## config.mk

```make
export PLATFORM = sky130hd
export DESIGN_NAME = mem_access_unit_flat
export DESIGN_NICKNAME = d
export VERILOG_FILES = /design/src/rtl/mem_access_unit_if.sv /design/src/rtl/mem_access_unit.sv /design/src/flat_wrapper.sv
export SDC_FILE = /design/constraint.sdc
export NUM_CORES = 1
export LEC_CHECK = 0
export CORE_UTILIZATION = 41
export CTS_CLUSTER_SIZE = 12
export DETAILED_ROUTE_END_ITERATION = 10
export PLACE_DENSITY = 0.89
export SLEW_MARGIN = 0
export SYNTH_ARGS = -nofsm -noshare
export SYNTH_HDL_FRONTEND = slang
export SYNTH_SLANG_ARGS = --single-unit
```

## constraint.sdc

```tcl
create_clock -name clk -period 3.5 [get_ports clk]
set_input_delay 0.7 -clock clk [delete_from_list [all_inputs] [get_ports clk]]
set_output_delay 0.7 -clock clk [all_outputs]
set_load 0.005 [all_outputs]
```

## src/rtl/mem_access_unit_if.sv

```systemverilog
// Data-memory request/acknowledge port of the memory access stage.
// The master side is the memory access unit and the slave side is the data memory.
`timescale 1ns/1ps
interface mem_access_unit_if #(
   parameter int ADDR_W = 11
);
   logic              mem_req;
   logic              mem_we;
   logic [ADDR_W-1:0] mem_addr;
   logic [31:0]       mem_wdata;
   logic [3:0]        mem_be;
   logic [31:0]       mem_rdata;
   logic              mem_ack;

   modport master (
      output mem_req,
      output mem_we,
      output mem_addr,
      output mem_wdata,
      output mem_be,
      input  mem_rdata,
      input  mem_ack
   );

   modport slave (
      input  mem_req,
      input  mem_we,
      input  mem_addr,
      input  mem_wdata,
      input  mem_be,
      output mem_rdata,
      output mem_ack
   );
endinterface

```

## src/rtl/mem_access_unit.sv

```systemverilog
// Memory stage: issues one LDR/STR per accepted op on a req/ack port and writes load data back.
// Optional byte access (byte_op) is compiled in with `define MEM_BYTE_ACCESS_EN.
`timescale 1ns/1ps
module mem_access_unit #(
   parameter int ADDR_W = 11
) (
   input  logic                   clk,
   input  logic                   rst_n,
   input  logic                   in_valid,
   output logic                   in_ready,
   input  logic                   is_ldr,
   input  logic                   is_str,
   input  logic [3:0]             rd_addr,
   input  logic [31:0]            addr_in,
   input  logic [31:0]            str_data_in,
   input  logic                   byte_op,
   mem_access_unit_if.master      mem,
   output logic                   w_en_ldr,
   output logic [3:0]             w_addr_ldr,
   output logic [31:0]            w_data_ldr,
   output logic                   stall
);

   typedef enum logic [1:0] {
      ST_IDLE = 2'd0,
      ST_REQ  = 2'd1,
      ST_WB   = 2'd2
   } state_t;

   state_t            state_r;
   logic              op_ldr_r;
   logic [3:0]        rd_r;
   logic              accept_s;
   logic [ADDR_W-1:0] addr_s;
   logic [3:0]        be_s;
   logic [31:0]       wdata_s;
   logic [31:0]       rdata_s;
   logic              unused_s;

`ifdef MEM_BYTE_ACCESS_EN
   logic              byte_r;
   logic [1:0]        lane_r;

   function automatic logic [31:0] byte_sel(input logic [31:0] word, input logic [1:0] lane);
      logic [31:0] res;
      case (lane)
         2'd0:    res = {24'h000000, word[7:0]};
         2'd1:    res = {24'h000000, word[15:8]};
         2'd2:    res = {24'h000000, word[23:16]};
         2'd3:    res = {24'h000000, word[31:24]};
         default: res = 32'h00000000;
      endcase
      return res;
   endfunction

   assign unused_s = ^addr_in[31:ADDR_W];
`else
   assign unused_s = ^{addr_in[31:ADDR_W], byte_op};
`endif

   assign accept_s = in_valid && (is_ldr || is_str);
   assign in_ready = (state_r == ST_IDLE);
   assign stall    = ~in_ready;

   // Request address, byte enables and write data derived from the incoming op
   always_comb begin
      addr_s  = addr_in[ADDR_W-1:0];
      be_s    = 4'b1111;
      wdata_s = str_data_in;
`ifdef MEM_BYTE_ACCESS_EN
      if (byte_op) begin
         be_s    = 4'b0001 << addr_in[1:0];
         wdata_s = {4{str_data_in[7:0]}};
      end else begin
         addr_s[1:0] = 2'b00;
      end
`else
      addr_s[1:0] = 2'b00;
`endif
   end

   // Load data as written back: whole word, or the zero-extended selected byte
   always_comb begin
      rdata_s = mem.mem_rdata;
`ifdef MEM_BYTE_ACCESS_EN
      if (byte_r) begin
         rdata_s = byte_sel(mem.mem_rdata, lane_r);
      end else begin
         rdata_s = mem.mem_rdata;
      end
`endif
   end

   // Transfer FSM with registered memory-port and writeback outputs
   always_ff @(posedge clk or negedge rst_n) begin
      if (!rst_n) begin
         state_r        <= ST_IDLE;
         op_ldr_r       <= 1'b0;
         rd_r           <= 4'h0;
         mem.mem_req    <= 1'b0;
         mem.mem_we     <= 1'b0;
         mem.mem_addr   <= '0;
         mem.mem_wdata  <= 32'h00000000;
         mem.mem_be     <= 4'b0000;
         w_en_ldr       <= 1'b0;
         w_addr_ldr     <= 4'h0;
         w_data_ldr     <= 32'h00000000;
`ifdef MEM_BYTE_ACCESS_EN
         byte_r         <= 1'b0;
         lane_r         <= 2'b00;
`endif
      end else begin
         case (state_r)
            ST_IDLE: begin
               w_en_ldr <= 1'b0;
               if (accept_s) begin
                  // A simultaneous LDR+STR flag pair resolves to a load
                  op_ldr_r      <= is_ldr;
                  rd_r          <= rd_addr;
                  mem.mem_req   <= 1'b1;
                  mem.mem_we    <= ~is_ldr;
                  mem.mem_addr  <= addr_s;
                  mem.mem_wdata <= wdata_s;
                  mem.mem_be    <= be_s;
`ifdef MEM_BYTE_ACCESS_EN
                  byte_r        <= byte_op;
                  lane_r        <= addr_in[1:0];
`endif
                  state_r       <= ST_REQ;
               end else begin
                  state_r       <= ST_IDLE;
               end
            end
            ST_REQ: begin
               if (mem.mem_ack) begin
                  mem.mem_req <= 1'b0;
                  mem.mem_we  <= 1'b0;
                  if (op_ldr_r) begin
                     w_data_ldr <= rdata_s;
                     w_addr_ldr <= rd_r;
                     w_en_ldr   <= 1'b1;
                     state_r    <= ST_WB;
                  end else begin
                     state_r    <= ST_IDLE;
                  end
               end else begin
                  state_r <= ST_REQ;
               end
            end
            ST_WB: begin
               w_en_ldr <= 1'b0;
               state_r  <= ST_IDLE;
            end
            default: begin
               mem.mem_req <= 1'b0;
               mem.mem_we  <= 1'b0;
               w_en_ldr    <= 1'b0;
               state_r     <= ST_IDLE;
            end
         endcase
      end
   end

endmodule

```

## src/flat_wrapper.sv

```systemverilog
// flat-port wrapper written by rule: the top's interface ports become plain ports
module mem_access_unit_flat 
#(
   parameter int ADDR_W = 11
)
  (clk, rst_n, in_valid, in_ready, is_ldr, is_str, rd_addr, addr_in, str_data_in, byte_op, w_en_ldr, w_addr_ldr, w_data_ldr, stall, mem_mem_req, mem_mem_we, mem_mem_addr, mem_mem_wdata, mem_mem_be, mem_mem_rdata, mem_mem_ack);
  mem_access_unit_if #(.ADDR_W(ADDR_W)) mem_i ();
  input  logic clk;
  input  logic rst_n;
  input  logic in_valid;
  output logic in_ready;
  input  logic is_ldr;
  input  logic is_str;
  input  logic [3:0] rd_addr;
  input  logic [31:0] addr_in;
  input  logic [31:0] str_data_in;
  input  logic byte_op;
  output logic w_en_ldr;
  output logic [3:0] w_addr_ldr;
  output logic [31:0] w_data_ldr;
  output logic stall;
  output wire logic [$bits(mem_i.mem_req)-1:0] mem_mem_req;
  output wire logic [$bits(mem_i.mem_we)-1:0] mem_mem_we;
  output wire logic [$bits(mem_i.mem_addr)-1:0] mem_mem_addr;
  output wire logic [$bits(mem_i.mem_wdata)-1:0] mem_mem_wdata;
  output wire logic [$bits(mem_i.mem_be)-1:0] mem_mem_be;
  input wire logic [$bits(mem_i.mem_rdata)-1:0] mem_mem_rdata;
  input wire logic [$bits(mem_i.mem_ack)-1:0] mem_mem_ack;
  assign mem_mem_req = mem_i.mem_req;
  assign mem_mem_we = mem_i.mem_we;
  assign mem_mem_addr = mem_i.mem_addr;
  assign mem_mem_wdata = mem_i.mem_wdata;
  assign mem_mem_be = mem_i.mem_be;
  assign mem_i.mem_rdata = mem_mem_rdata;
  assign mem_i.mem_ack = mem_mem_ack;
  mem_access_unit #(.ADDR_W(ADDR_W)) u_core (.clk(clk), .rst_n(rst_n), .in_valid(in_valid), .in_ready(in_ready), .is_ldr(is_ldr), .is_str(is_str), .rd_addr(rd_addr), .addr_in(addr_in), .str_data_in(str_data_in), .byte_op(byte_op), .mem(mem_i), .w_en_ldr(w_en_ldr), .w_addr_ldr(w_addr_ldr), .w_data_ldr(w_data_ldr), .stall(stall));
endmodule
```

==> impl_metrics.py, run 1 <==
metrics = {
    "run_status": {
        "outcome": "finished clean",
    },
    "clock_network": {
        "clk_pin_slew_ns": 0.09,
        "cts_root_buffer": "clkbuf_8",
        "cts_buffer_depth": 2,
        "htree_levels": 3,
        "cts_resized": 0,
        "cts_tree": "built",
        "clock-sinks": 88,
        "cts_setup_buffers": 0,
        "clk_latency_ns": 0.34,
        "numCtsBuffers": 9,
        "hold_buffers": 0,
    },
    "sta": {
        "slew_headroom_pct": 56.2,
        "rsz0062_at_grt": "false",
        "clock-skew-final_ns": 0.0113,
        "setup_viol": 0,
        "worst_slew_pin_slew_ns": 0.657,
        "tns_ns": 0,
        "hold_viol_final": 0,
        "fin_crit_sh_pct": 62.2,
        "slew_violations": 0,
        "timing.final.ws_setup_ns": 1.32,
        "hold_slack_ns": 0.331,
        "fmax_mhz": 459,
        "fin_crit_ns": 2.18,
    },
    "placement": {
        "place_hpwl_mm": 5.53,
        "dp_cells": 461,
        "pre_cts_ws_ns": 0.948,
        "dpl_cell_area_um2": 5070,
        "globalplace.congestion": 0.703,
        "port_buffers": 168,
    },
    "routing": {
        "wl_mm": 7.48,
        "dr.pass1.iters": 4,
        "vias": 2244,
        "drt-wirelength-per-cell_um": 15.7,
        "route.detailed.drc": 0,
        "drtIter0Drc": 52,
        "vias_per_cell": 4.70,
        "drtAntennaViolNets": 0,
    },
    "power": {
        "p_leak_nw": 2.22,
        "irDropWorstVdd_mv": 0.414,
        "power_density_nw_per_um2": 751,
    },
    "layout": {
        "area_growth_pct": 57.2,
        "drive_above_1_share_pct": 27.2,
        "final_cell_mix": "167 x clkdlybuf4s50_1, 88 x dfrtp_1, 79 x mux2_2",
        "nets": 477,
        "stdcell_count": 477,
        "mostFrequentLayoutCell": "clkdlybuf4s50_1",
        "diodes": 0,
        "postLayoutCellArea_um2": 5300,
    },
    "global_routing": {
        "grt_pass1_wl_mm": 12.1,
        "overflow": 0,
        "gr-usage-all-layers_pct": 18.5,
        "grt_max_degree": 51,
        "grt_pass1_vias": 2481,
        "antenna_found_initial": 0,
    },
    "floorplanning": {
        "die_x_um": 92.7,
        "floorplan.die.height_um": 92.7,
        "io_pins": 195,
        "initial_core_util_pct": 43.0,
        "die-area_um2": 8590,
        "core-area_um2": 7850,
        "rows": 32,
    },
    "critical_path": {
        "critPathLaunchType": "flop",
        "timing.rr.start": "u_core.state_r[1]$_DFF_PN0_",
        "required_ns": 2.80,
        "arrival_ns": 1.48,
        "crit_type": "reg2out",
        "crit_start": "u_core.state_r[1]$_DFF_PN0_",
        "critPathCapture": "in_ready",
        "reg2reg_depth": 3,
        "endpoint_kind": "primary output",
        "r2r_slack_ns": 1.70,
        "rr_endpoint": "u_core.mem.mem_wdata[18]$_DFFE_PN0P_",
        "path_max_fanout": 5,
    },
    "yosys": {
        "ys_seq_area_share_pct": 65.3,
        "synth_area_leaders": "dfrtp_1 65%, mux2_2 26%, buf_6 2.7%",
        "synth_top_cell_by_area": "dfrtp_1",
        "synth_top_area_share_pct": 65.3,
        "netlist_area_um2": 3370,
        "ys_ff_latch": 88,
        "yosysUniqueCellTypes": 17,
        "syn_area_per_cell_um2": 16.8,
        "synthCells": 201,
        "yosysWarningCount": 0,
    },
    "job": {
        "max-cap-violations": 0,
    },
    "min_path": {
        "min_path_type": "in2async",
    },
}
-- critical path, stage by stage, from the launching register on --
cell	delay [ns]
dfrtp_1	0.42
nor2_1	0.19
clkdlybuf4s50_1	0.53
-- cell families (layout without fill, tap and decap cells) --
logic type / Yosys count / in the layout / synth area share (%)
buffers and inverters: 17 / 190 / 4.34
multiplexers: 82 / 82 / 27.4
flip-flops: 88 / 88 / 65.3
AO/OA/AOI/OAI: 7 / 7 / 1.63
other: 1 / 2 / 0.111
AND/OR/NAND/NOR: 6 / 6 / 1.22
-- worst min path at each step --
stage	startpoint	end	slack, ns	cells after the start
6_report	rst_n	u_core.mem.mem_be[0]$_DFFE_PN0P_	0.33	1
5_1_grt	rst_n	u_core.mem.mem_addr[2]$_DFFE_PN0P_	0.36	1
4_1_cts	rst_n	u_core.mem.mem_addr[2]$_DFFE_PN0P_	0.33	1
3_5_place_dp	u_core.mem.mem_addr[3]$_DFFE_PN0P_	u_core.mem.mem_addr[3]$_DFFE_PN0P_	0.48	1
3_3_place_gp	u_core.mem.mem_addr[4]$_DFFE_PN0P_	u_core.mem.mem_addr[4]$_DFFE_PN0P_	0.47	1
2_1_floorplan	rst_n	u_core.mem.mem_addr[10]$_DFFE_PN0P_	0.40	0
-- where the power goes --
part,internal (mW),switching (mW)
Sequential,1.44,0.216
Combinational,1.11,0.431
Clock,0.440,0.342
Total,2.99,0.989
-- registers in the layout, summed over array words and instances, names as in the netlist --
signal and cells:
u_core.w_addr_ldr 4, u_core.rd_r 4, u_core.mem.mem_addr 9, u_core.w_data_ldr 32, u_core.mem.mem_we 1, u_core.state_r 2, u_core.mem.mem_wdata 32, u_core.op_ldr_r 1
u_core.w_en_ldr 1, u_core.mem.mem_be 1, u_core.mem.mem_req 1
-- per-layer routing --
metal | vias up | track usage (%) | share of wire (%)
met4 | 0 | 6.15 | 1.2
met2 | 95 | 33.3 | 53
li1 | 1027 | - | -
met3 | 7 | 4.93 | 7.2
met5 | - | 0 | 0
met1 | 1115 | 21.2 | 39
-- Yosys cell counts, drive strengths merged --
cell	count
a211oi	1
a21oi	2
buf	14
conb	1
dfrtp	88
inv	3
mux2	82
nand2b	1
nand4b	1
nor2	2
nor3b	1
o21a	2
o21bai	2
or2	1
-- layout make-up --
type | instances | area [µm²]
Sequential cell | 88 | 2200
Tap cell | 102 | 128
Inverter | 3 | 11.3
Fill cell | 606 | 2550
Clock buffer | 11 | 151
Multi-Input combinational cell | 97 | 1030
Timing Repair Buffer | 171 | 1700
Clock inverter | 5 | 78.8
-- through the flow --
step                total power [mW]  util, %
CTS                             4.05     67.5
finish                          3.98     67.5
global placement                3.17     64.6
global route                    4.22     67.5
detailed placement              3.25     64.6
floorplan                       2.21        -
(Power assumes the default switching activity.)
==> inputs of run 2 (changes only) <==
Settings changed: CORE_UTILIZATION 41 to 34, PLACE_DENSITY 0.89 to 0.79.
Clock period 3.5 ns to 1.77 ns, I/O delays scaled along.
==> impl_metrics.py, run 2 (synthesis results as in run 1) <==
metrics = {
    "sta": {
        "fin_crit_sh_pct": 96.4,
        "fmax_mhz": 586,
        "fin_crit_ns": 1.71,
        "hold_slack_ns": 0.491,
        "rsz0062_at_grt": "false",
        "slew_violations": 0,
        "hold_viol_final": 0,
        "clock-skew-final_ns": 0.0118,
        "setup_viol": 0,
    },
    "critical_path": {
        "max_stage_delay_ns": 0.44,
        "crit_type": "reg2out",
        "required_ns": 1.42,
        "crit_path_top_delay_cell": "clkdlybuf4s50_1",
        "timing.rr.start": "u_core.state_r[1]$_DFF_PN0_",
        "crit_chain": "nor2_2, inv_1, clkdlybuf4s50_1",
        "path_max_fanout": 2,
        "arrival_ns": 1.35,
        "reg2reg_depth": 5,
        "critPathLaunchType": "flop",
        "rr_endpoint": "u_core.mem.mem_wdata[3]$_DFFE_PN0P_",
        "r2r_slack_ns": 0.12,
        "endpoint_kind": "primary output",
    },
    "clock_network": {
        "clock-sinks": 88,
        "cts_tree": "built",
        "clk_latency_ns": 0.33,
        "numCtsBuffers": 9,
        "htree_levels": 3,
        "clk_pin_slew_ns": 0.09,
        "cts_root_buffer": "clkbuf_8",
        "cts_buffer_depth": 2,
    },
    "layout": {
        "final_cell_mix": "166 x clkdlybuf4s50_1, 88 x dfrtp_1, 79 x mux2_2",
        "num-fill-cells": 772,
        "area_growth_pct": 61.6,
        "top_regs": "u_core.mem.mem_wdata: 32 flops, u_core.w_data_ldr: 32 flops, u_core.mem.mem_addr: 9 flops",
        "drive_above_1_share_pct": 28.3,
        "mostFrequentLayoutCell": "clkdlybuf4s50_1",
        "diodes": 0,
        "fin_util_pct": 57.9,
        "nets": 486,
    },
    "global_routing": {
        "antenna_found_initial": 0,
        "grt_pass1_vias": 2467,
        "grt_max_degree": 35,
        "overflow": 0,
        "grt_pass1_wl_mm": 11.9,
        "gr-usage-all-layers_pct": 15.1,
    },
    "floorplanning": {
        "die_x_um": 102,
        "floorplan.die.height_um": 102,
        "io_pins": 195,
        "rows": 35,
        "die-area_um2": 10300,
        "initial_core_util_pct": 35.8,
        "core-area_um2": 9420,
    },
    "min_path": {
        "min_to": "u_core.mem.mem_addr[2]$_DFFE_PN0P_",
        "hold_depth": 1,
        "min_path_type": "reg2reg",
        "hold_start": "u_core.mem.mem_addr[2]$_DFFE_PN0P_",
    },
    "routing": {
        "drtAntennaViolNets": 0,
        "dr.pass1.iters": 4,
        "drt-wirelength-per-cell_um": 14.7,
        "vias_per_cell": 4.47,
        "vias": 2281,
        "wl_mm": 7.50,
        "drtIter0Drc": 40,
        "route.detailed.drc": 0,
    },
    "power": {
        "power.total_mw": 7.81,
        "irDropWorstVdd_mv": 0.625,
        "power_density_nw_per_um2": 1430,
        "p_leak_nw": 2.27,
    },
    "placement": {
        "globalplace.congestion": 0.684,
        "port_buffers": 168,
        "place_hpwl_mm": 5.74,
    },
    "run_status": {
        "outcome": "finished clean",
    },
    "job": {
        "max-cap-violations": 0,
    },
}
-- run 2: cell type report --
type	instances	area, µm²	area share (%)
clock buffer	9	124	2.27
clock inverter	4	72.6	1.33
inverter	3	11.3	0.207
multi-input combinational	97	1030	18.9
sequential	88	2200	40.4
tap	129	161	2.96
timing repair buffer	180	1850	33.9
-- run 2: timing repair --
action                     in CTS  in global routing
hold buffers                    1                  0
hold endpoints to repair       26                  0
setup buffers                   2                  0
gates resized for setup         1                  1
gates cloned                    0                  0
setup endpoints to repair       2                  2
-- run 2: worst max-delay path, delay by kind of cell (launching register included) --
kind | cells | cell delay (ns)
DFF | 1 | 0.40
buffers and inverters | 2 | 0.49
and+or+nand+nor | 1 | 0.15
-- run 2: how the worst max path moves through the flow --
stage,from,endpoint,slack (ns)
6_report,u_core.state_r[1]$_DFF_PN0_,stall,0.06
5_1_grt,u_core.state_r[1]$_DFF_PN0_,stall,0.002
4_1_cts,u_core.state_r[1]$_DFF_PN0_,in_ready,0.005
3_5_place_dp,in_valid,u_core.mem.mem_wdata[22]$_DFFE_PN0P_,-0.15
3_3_place_gp,in_valid,u_core.mem.mem_addr[7]$_DFFE_PN0P_,-0.12
2_1_floorplan,u_core.state_r[1]$_DFF_PN0_,u_core.mem.mem_wdata[27]$_DFFE_PN0P_,0.37
-- run 2: layer usage --
layer  wire [µm]  GRT usage [%]  share of wire [%]  vias to the layer above
li1            -              -                  -                     1042
met3         717           5.24                9.6                        2
met5           0              0                  0                        -
met1        2920           17.7                 39                     1138
met2        3840           25.5                 51                       99
met4          17           5.69               0.23                        0
-- run 2: metrics by stage --
stage,std cells,setup WS [ns],cell area [µm²],setup TNS [ns]
6_report,510,0.0636,5450,0
5_1_grt,510,0.00236,5450,0
4_1_cts,510,0.00544,5450,0
3_5_place_dp,494,-0.145,5220,-5.80
3_3_place_gp,494,-0.123,5220,-5.13
2_1_floorplan,202,0.367,3380,0
-- run 2: report_power, final --
part	internal, mW	switching [mW]	leakage, nW
clock network	0.770	0.634	0.0970
registers	2.86	0.410	1.04
logic	2.27	0.871	1.14
total	5.89	1.91	2.27
